--- src/rtl/id_stage.sv ---
// Instruction-decode stage of a five-stage MIPS-subset pipeline.
// It contains the IF/ID pipeline register, a 32x32 register file with an
// optional write-back bypass, the instruction decoder, branch/jump
// resolution toward fetch, and the registered ID/EX bundle.
module id_stage #(
    parameter int BYPASS_EN = 1
) (
    input  logic        CLK,
    input  logic        RST,
    input  logic [31:0] instruction,
    input  logic [31:0] PCplus4,
    input  logic        if_valid,
    input  logic        stall,
    input  logic        wb_we,
    input  logic [4:0]  wb_addr,
    input  logic [31:0] wb_data,
    output logic        PCSrc,
    output logic [31:0] PCSrc_immediate,
    output logic        Jump,
    output logic [25:0] Jump_immediate,
    output logic        ex_valid,
    output logic [31:0] ex_rs_data,
    output logic [31:0] ex_rt_data,
    output logic [31:0] ex_imm,
    output logic [4:0]  ex_rd,
    output logic [2:0]  ex_alu_op,
    output logic        ex_alu_src,
    output logic        ex_mem_read,
    output logic        ex_mem_write,
    output logic        ex_reg_write,
    output logic [31:0] ex_pcplus4
);

    typedef enum logic [5:0] {
        OP_RTYPE = 6'h00,
        OP_J     = 6'h02,
        OP_BEQ   = 6'h04,
        OP_ADDI  = 6'h08,
        OP_LW    = 6'h23,
        OP_SW    = 6'h2B
    } opcode_t;

    typedef enum logic [5:0] {
        FN_ADD = 6'h20,
        FN_SUB = 6'h22,
        FN_AND = 6'h24,
        FN_OR  = 6'h25,
        FN_SLT = 6'h2A
    } funct_t;

    typedef enum logic [2:0] {
        ALU_ADD = 3'b000,
        ALU_SUB = 3'b001,
        ALU_AND = 3'b010,
        ALU_OR  = 3'b011,
        ALU_SLT = 3'b100
    } alu_op_t;

    // IF/ID register
    logic        id_valid;
    logic [31:0] id_instr;
    logic [31:0] id_pc4;

    // Register file
    logic [31:0] regs [32];

    // Decode results
    logic [4:0]  rs_addr;
    logic [4:0]  rt_addr;
    logic [31:0] rs_data;
    logic [31:0] rt_data;
    logic [31:0] imm_sext;
    logic        dec_legal;
    logic        dec_beq;
    logic        dec_jump;
    alu_op_t     dec_alu_op;
    logic        dec_alu_src;
    logic        dec_mem_read;
    logic        dec_mem_write;
    logic        dec_reg_write;
    logic [4:0]  dec_rd;
    logic        flush;

    assign rs_addr  = id_instr[25:21];
    assign rt_addr  = id_instr[20:16];
    assign imm_sext = {{16{id_instr[15]}}, id_instr[15:0]};

    // IF/ID: load when not stalled; a taken redirect invalidates the wrong-path word.
    always_ff @(posedge CLK or posedge RST) begin
        if (RST) begin
            id_valid <= 1'b0;
            id_instr <= '0;
            id_pc4   <= '0;
        end else if (!stall) begin
            id_valid <= if_valid && !flush;
            id_instr <= instruction;
            id_pc4   <= PCplus4;
        end
    end

    // Register-file write port; $0 is never written so it stays zero.
    always_ff @(posedge CLK or posedge RST) begin
        if (RST) begin
            for (int unsigned i = 0; i < 32; i++) begin
                regs[i] <= '0;
            end
        end else if (wb_we && (wb_addr != '0)) begin
            regs[wb_addr] <= wb_data;
        end
    end

    // Read port rs with optional same-cycle write-back forwarding.
    always_comb begin
        rs_data = regs[rs_addr];
        if (rs_addr == '0) begin
            rs_data = '0;
        end else if ((BYPASS_EN != 0) && wb_we && (wb_addr == rs_addr)) begin
            rs_data = wb_data;
        end
    end

    // Read port rt with optional same-cycle write-back forwarding.
    always_comb begin
        rt_data = regs[rt_addr];
        if (rt_addr == '0) begin
            rt_data = '0;
        end else if ((BYPASS_EN != 0) && wb_we && (wb_addr == rt_addr)) begin
            rt_data = wb_data;
        end
    end

    // Instruction decoder; anything not recognised leaves dec_legal low.
    always_comb begin
        dec_legal     = 1'b0;
        dec_beq       = 1'b0;
        dec_jump      = 1'b0;
        dec_alu_op    = ALU_ADD;
        dec_alu_src   = 1'b0;
        dec_mem_read  = 1'b0;
        dec_mem_write = 1'b0;
        dec_reg_write = 1'b0;
        dec_rd        = rt_addr;
        case (id_instr[31:26])
            OP_RTYPE: begin
                dec_rd = id_instr[15:11];
                case (id_instr[5:0])
                    FN_ADD: begin dec_legal = 1'b1; dec_alu_op = ALU_ADD; end
                    FN_SUB: begin dec_legal = 1'b1; dec_alu_op = ALU_SUB; end
                    FN_AND: begin dec_legal = 1'b1; dec_alu_op = ALU_AND; end
                    FN_OR:  begin dec_legal = 1'b1; dec_alu_op = ALU_OR;  end
                    FN_SLT: begin dec_legal = 1'b1; dec_alu_op = ALU_SLT; end
                    default: dec_legal = 1'b0;
                endcase
                dec_reg_write = dec_legal;
            end
            OP_LW: begin
                dec_legal     = 1'b1;
                dec_alu_src   = 1'b1;
                dec_mem_read  = 1'b1;
                dec_reg_write = 1'b1;
            end
            OP_SW: begin
                dec_legal     = 1'b1;
                dec_alu_src   = 1'b1;
                dec_mem_write = 1'b1;
            end
            OP_ADDI: begin
                dec_legal     = 1'b1;
                dec_alu_src   = 1'b1;
                dec_reg_write = 1'b1;
            end
            OP_BEQ:  dec_beq  = 1'b1;
            OP_J:    dec_jump = 1'b1;
            default: dec_legal = 1'b0;
        endcase
    end

    // Fetch redirects are suppressed while stalled or when ID holds no word.
    always_comb begin
        PCSrc           = id_valid && !stall && dec_beq && (rs_data == rt_data);
        Jump            = id_valid && !stall && dec_jump;
        PCSrc_immediate = id_valid ? imm_sext : '0;
        Jump_immediate  = id_valid ? id_instr[25:0] : '0;
        flush           = PCSrc || Jump;
    end

    // ID/EX: data fields follow decode every edge; control bits are zeroed for bubbles.
    always_ff @(posedge CLK or posedge RST) begin
        if (RST) begin
            ex_valid     <= 1'b0;
            ex_rs_data   <= '0;
            ex_rt_data   <= '0;
            ex_imm       <= '0;
            ex_rd        <= '0;
            ex_alu_op    <= '0;
            ex_alu_src   <= 1'b0;
            ex_mem_read  <= 1'b0;
            ex_mem_write <= 1'b0;
            ex_reg_write <= 1'b0;
            ex_pcplus4   <= '0;
        end else begin
            ex_rs_data <= rs_data;
            ex_rt_data <= rt_data;
            ex_imm     <= imm_sext;
            ex_rd      <= dec_rd;
            ex_alu_op  <= dec_alu_op;
            ex_alu_src <= dec_alu_src;
            ex_pcplus4 <= id_pc4;
            if (stall || !id_valid || !dec_legal) begin
                ex_valid     <= 1'b0;
                ex_mem_read  <= 1'b0;
                ex_mem_write <= 1'b0;
                ex_reg_write <= 1'b0;
            end else begin
                ex_valid     <= 1'b1;
                ex_mem_read  <= dec_mem_read;
                ex_mem_write <= dec_mem_write;
                ex_reg_write <= dec_reg_write;
            end
        end
    end

endmodule

--- config.mk ---
export PLATFORM = sky130hd
export DESIGN_NAME = id_stage
export DESIGN_NICKNAME = d
export VERILOG_FILES = /design/src/rtl/id_stage.sv
export SDC_FILE = /design/constraint.sdc
export NUM_CORES = 2
export LEC_CHECK = 0
export ABC_AREA = 1
export CAP_MARGIN = 40
export CORE_MARGIN = 5
export CORE_UTILIZATION = 47
export DETAILED_ROUTE_END_ITERATION = 8
export REMOVE_ABC_BUFFERS = 1
export SETUP_SLACK_MARGIN = 0.02
export SKIP_CTS_REPAIR_TIMING = 1
export SLEW_MARGIN = 20
export SYNTH_ARGS = -nofsm -noshare
export SYNTH_HDL_FRONTEND = slang
export SYNTH_SLANG_ARGS = --single-unit
--- constraint.sdc ---
create_clock -name CLK -period 57.9 [get_ports CLK]
set_input_delay 17.37 -clock CLK [delete_from_list [all_inputs] [get_ports CLK]]
set_output_delay 17.37 -clock CLK [all_outputs]
set_load 0.05 [all_outputs]
==> impl_results.md <==
* Setup TNS at 0 ps
* Die Area at roughly 150000 sq um
* Top cell by count, worst path: nand2_1
* DRT Wirelength at about 260000 um
* Largest net degree at the start of global routing at 182
* Ys Warns at 0
* Clk sinks at around 1200
* Unrepaired setup endpoints after global routing: false
* I/O Buffers at about 310
* Yosys top cell area share at ~46%
* Worst path max stage delay at a little under 900 ps
* Crit-path cells: clkdlybuf4s50_1 -> inv_2 -> o21ai_0 -> a21oi_1 -> nand3_4 -> buf_4 -> inv_1 -> a21oi_1 -> nand2_1 -> nand2_1 -> nand2_1 -> nor2_1 -> nand2_1 -> nor2_1 -> nand3_1 -> nor2_1 -> clkdlybuf4s50_1
* Core area at about 140000 sq um
* Pre-antenna DRT Iters at 8
* Peak Freq at 25.0 MHz
* Root Driver: clkbuf_16
* Post-synthesis cell count at 9195
* Synth cell types at 36
* Avg Inst Size Synth at about 7.1 sq um
* Routability cong. at around 0.86
* Post-route setup slack at 17920 ps
* 1st-iter DRT viols at 8987
* Initial antenna violation count at 9
* Sequential area share after synthesis at 46.4%
* CP arrival at 22610 ps
* CTS H-Tree Depth at 4
* Setup CP Type: input pin to output port
* Synth cell count leaders: nand2_1 (3148), o21ai_0 (1359), dfrtp_1 (1214), nand3_1 (863), inv_1 (716)
* Final worst path period share at approximately 69%
* FF+latch count, synth at around 1200
* Worst Tran Pin Value at ~1000 ps
* Final slew viol count at 0
* Primary FF master, synth: dfrtp_1
* Wire length per cell at 23.5 um
* Vias in the first global route at about 59000
* Critical path peak fanout at slightly below 60
* Element type at the critical path end: output port
* First-pass GRT wire length at between 300000 and 400000 um
* Synth top area cells: dfrtp_1 (46%), nand2_1 (18%), o21ai_0 (10%), nand3_1 (6.6%), inv_1 (4.1%)
* Startpoint Class: input pin
* Gr usage total at between 30% and 40%
* Die span in x at approximately 380 um
* Max Cap Viol at 0
* FP Rows at around 140
* Pwr/cell area at between 30 and 40 nW/um^2
* Asr flop ratio synth at 100%
* Worst vdd ir at approximately 0.025 mV
* Fin. Hold Viols at 0
* Final nets at around 9000
* Final setup violation count at 0
* Synth Cell Area at 65500 sq um
* Clk slew on worst S/H paths at around 60 ps
* Global route total overflow at 0
* Synthesis-to-finish area growth at 14.1%
* Setup Skew at between 20 and 25 ps
* Leakage at 35.2 nW
* Slew headroom at a little under a third
* Residual DRC at 0
* Worst min-delay path class: register to register
* CTS buffer count at between 100 and 150
* Setup WS pre-CTS at around 18000 ps
* CTS tree: yes
* Most frequent cell after synthesis: nand2_1
* Clk buf depth at 3
* Antenna-violating nets left at 0
* Share of cells above drive strength 1 at about 5.5%
* Via density at between 5 and 6
* Required time of the critical path at slightly above 40000 ps
* HPWL Detailed at around 150000 um
* Die H at 383 um
* CP max-delay cell: clkdlybuf4s50_1
* Cell taking the most area after synthesis: dfrtp_1
* # IOs at about 310
* Run status: completed
* Initial cell density of the core at between 40 and 50%
* Number of flops mapped to enable cells by yosys at 0
* Vias at roughly 64000
* Worst skew pair latency at 810 ps
* Tmin final at 39980 ps
## power breakdown
group          internal (mW)  switching [mW]  total (mW)
Sequential              1.00           0.106        1.11
Clock                  0.555           0.393       0.948
Combinational          0.212           0.451       0.664
Total                   1.77           0.950        2.72
## critical path, delay by kind of cell
kind	cells	cell delay, ps
buffers and inverters	5	3000
AOI/OAI and AO/OA	3	590
and+or+nand+nor	9	1580
## stage by stage
step / area, sq um / instances / total power [mW] / utilization [%] / hold slack [ps]
floorplan: 61800 / 8400 / 1.58 / - / 354
global placement: 68500 / 10700 / 1.75 / 49.2 / 357
detailed placement: 69500 / 10700 / 1.77 / 50.0 / 359
CTS: 74400 / 11000 / 2.71 / 53.5 / 372
global route: 74700 / 11000 / 2.85 / 53.7 / 375
finish: 74700 / 11000 / 2.72 / 53.7 / 371
## per-layer routing
metal	share of wire, %	routed length [um]	GRT usage (%)
met3	11	28000	6.53
met4	4.0	10500	13.6
met2	43	112000	51.9
met1	42	109000	49.6
met5	0.0085	22	0
## kinds of logic after synthesis
group	share of synthesized area, %
simple gates	27.5
compound gates	16.3
buf+inv	9.87
flops	46.4
## layout make-up
cell class	instances	area, sq um
fillers	13400	64300
clock buffers	223	4300
clock inverters	40	614
repair buffers	488	5350
inverters	736	2800
multi-input cells	6450	28900
well taps	1876	2350
flip-flops and latches	1214	30400
diodes	5	12.5
## final timing paths
check | cells after the start | from | end | slack [ps]
worst min register to register | 0 | id_pc4[15] | ex_pcplus4[15] | 370
worst min-delay path | 0 | id_pc4[15] | ex_pcplus4[15] | 370
worst max register to register | 17 | id_instr[21] | id_valid | 52340
worst max-delay path | 17 | wb_addr[4] | PCSrc | 17920
min in group asynchronous | 2 | RST | regs[104] | 16970
max in group asynchronous | 7 | RST | regs[314] | 37840
## cell usage in the layout (no fill, tap or decap), types with 6 or more instances in the layout
cell type	count
clkbuf_16	143
buf_12	29
bufinv_16	9
clkinv_2	16
o21ai_1	46
dfrtp_4	8
nand2_1	3123
nor2_1	391
clkbuf_8	42
nand2_4	18
a21oi_1	337
clkdlybuf4s50_1	306
buf_16	27
o21ai_0	1359
dfrtp_1	1204
nor3_1	12
nand3_1	863
nand2_2	11
clkbuf_1	38
inv_1	714
clkinv_8	6
inv_2	14
buf_4	119
o211ai_1	241
nand4_1	7
nor2_4	10
a21oi_2	7
## sequential cells by signal (all words and copies together) (netlist names), 3 cells and up
name,count
regs,1024
ex_imm,16
ex_rt_data,32
ex_rd,5
ex_pcplus4,32
ex_alu_op,3
id_pc4,32
id_instr,32
ex_rs_data,32
(Power assumes the default switching activity.)
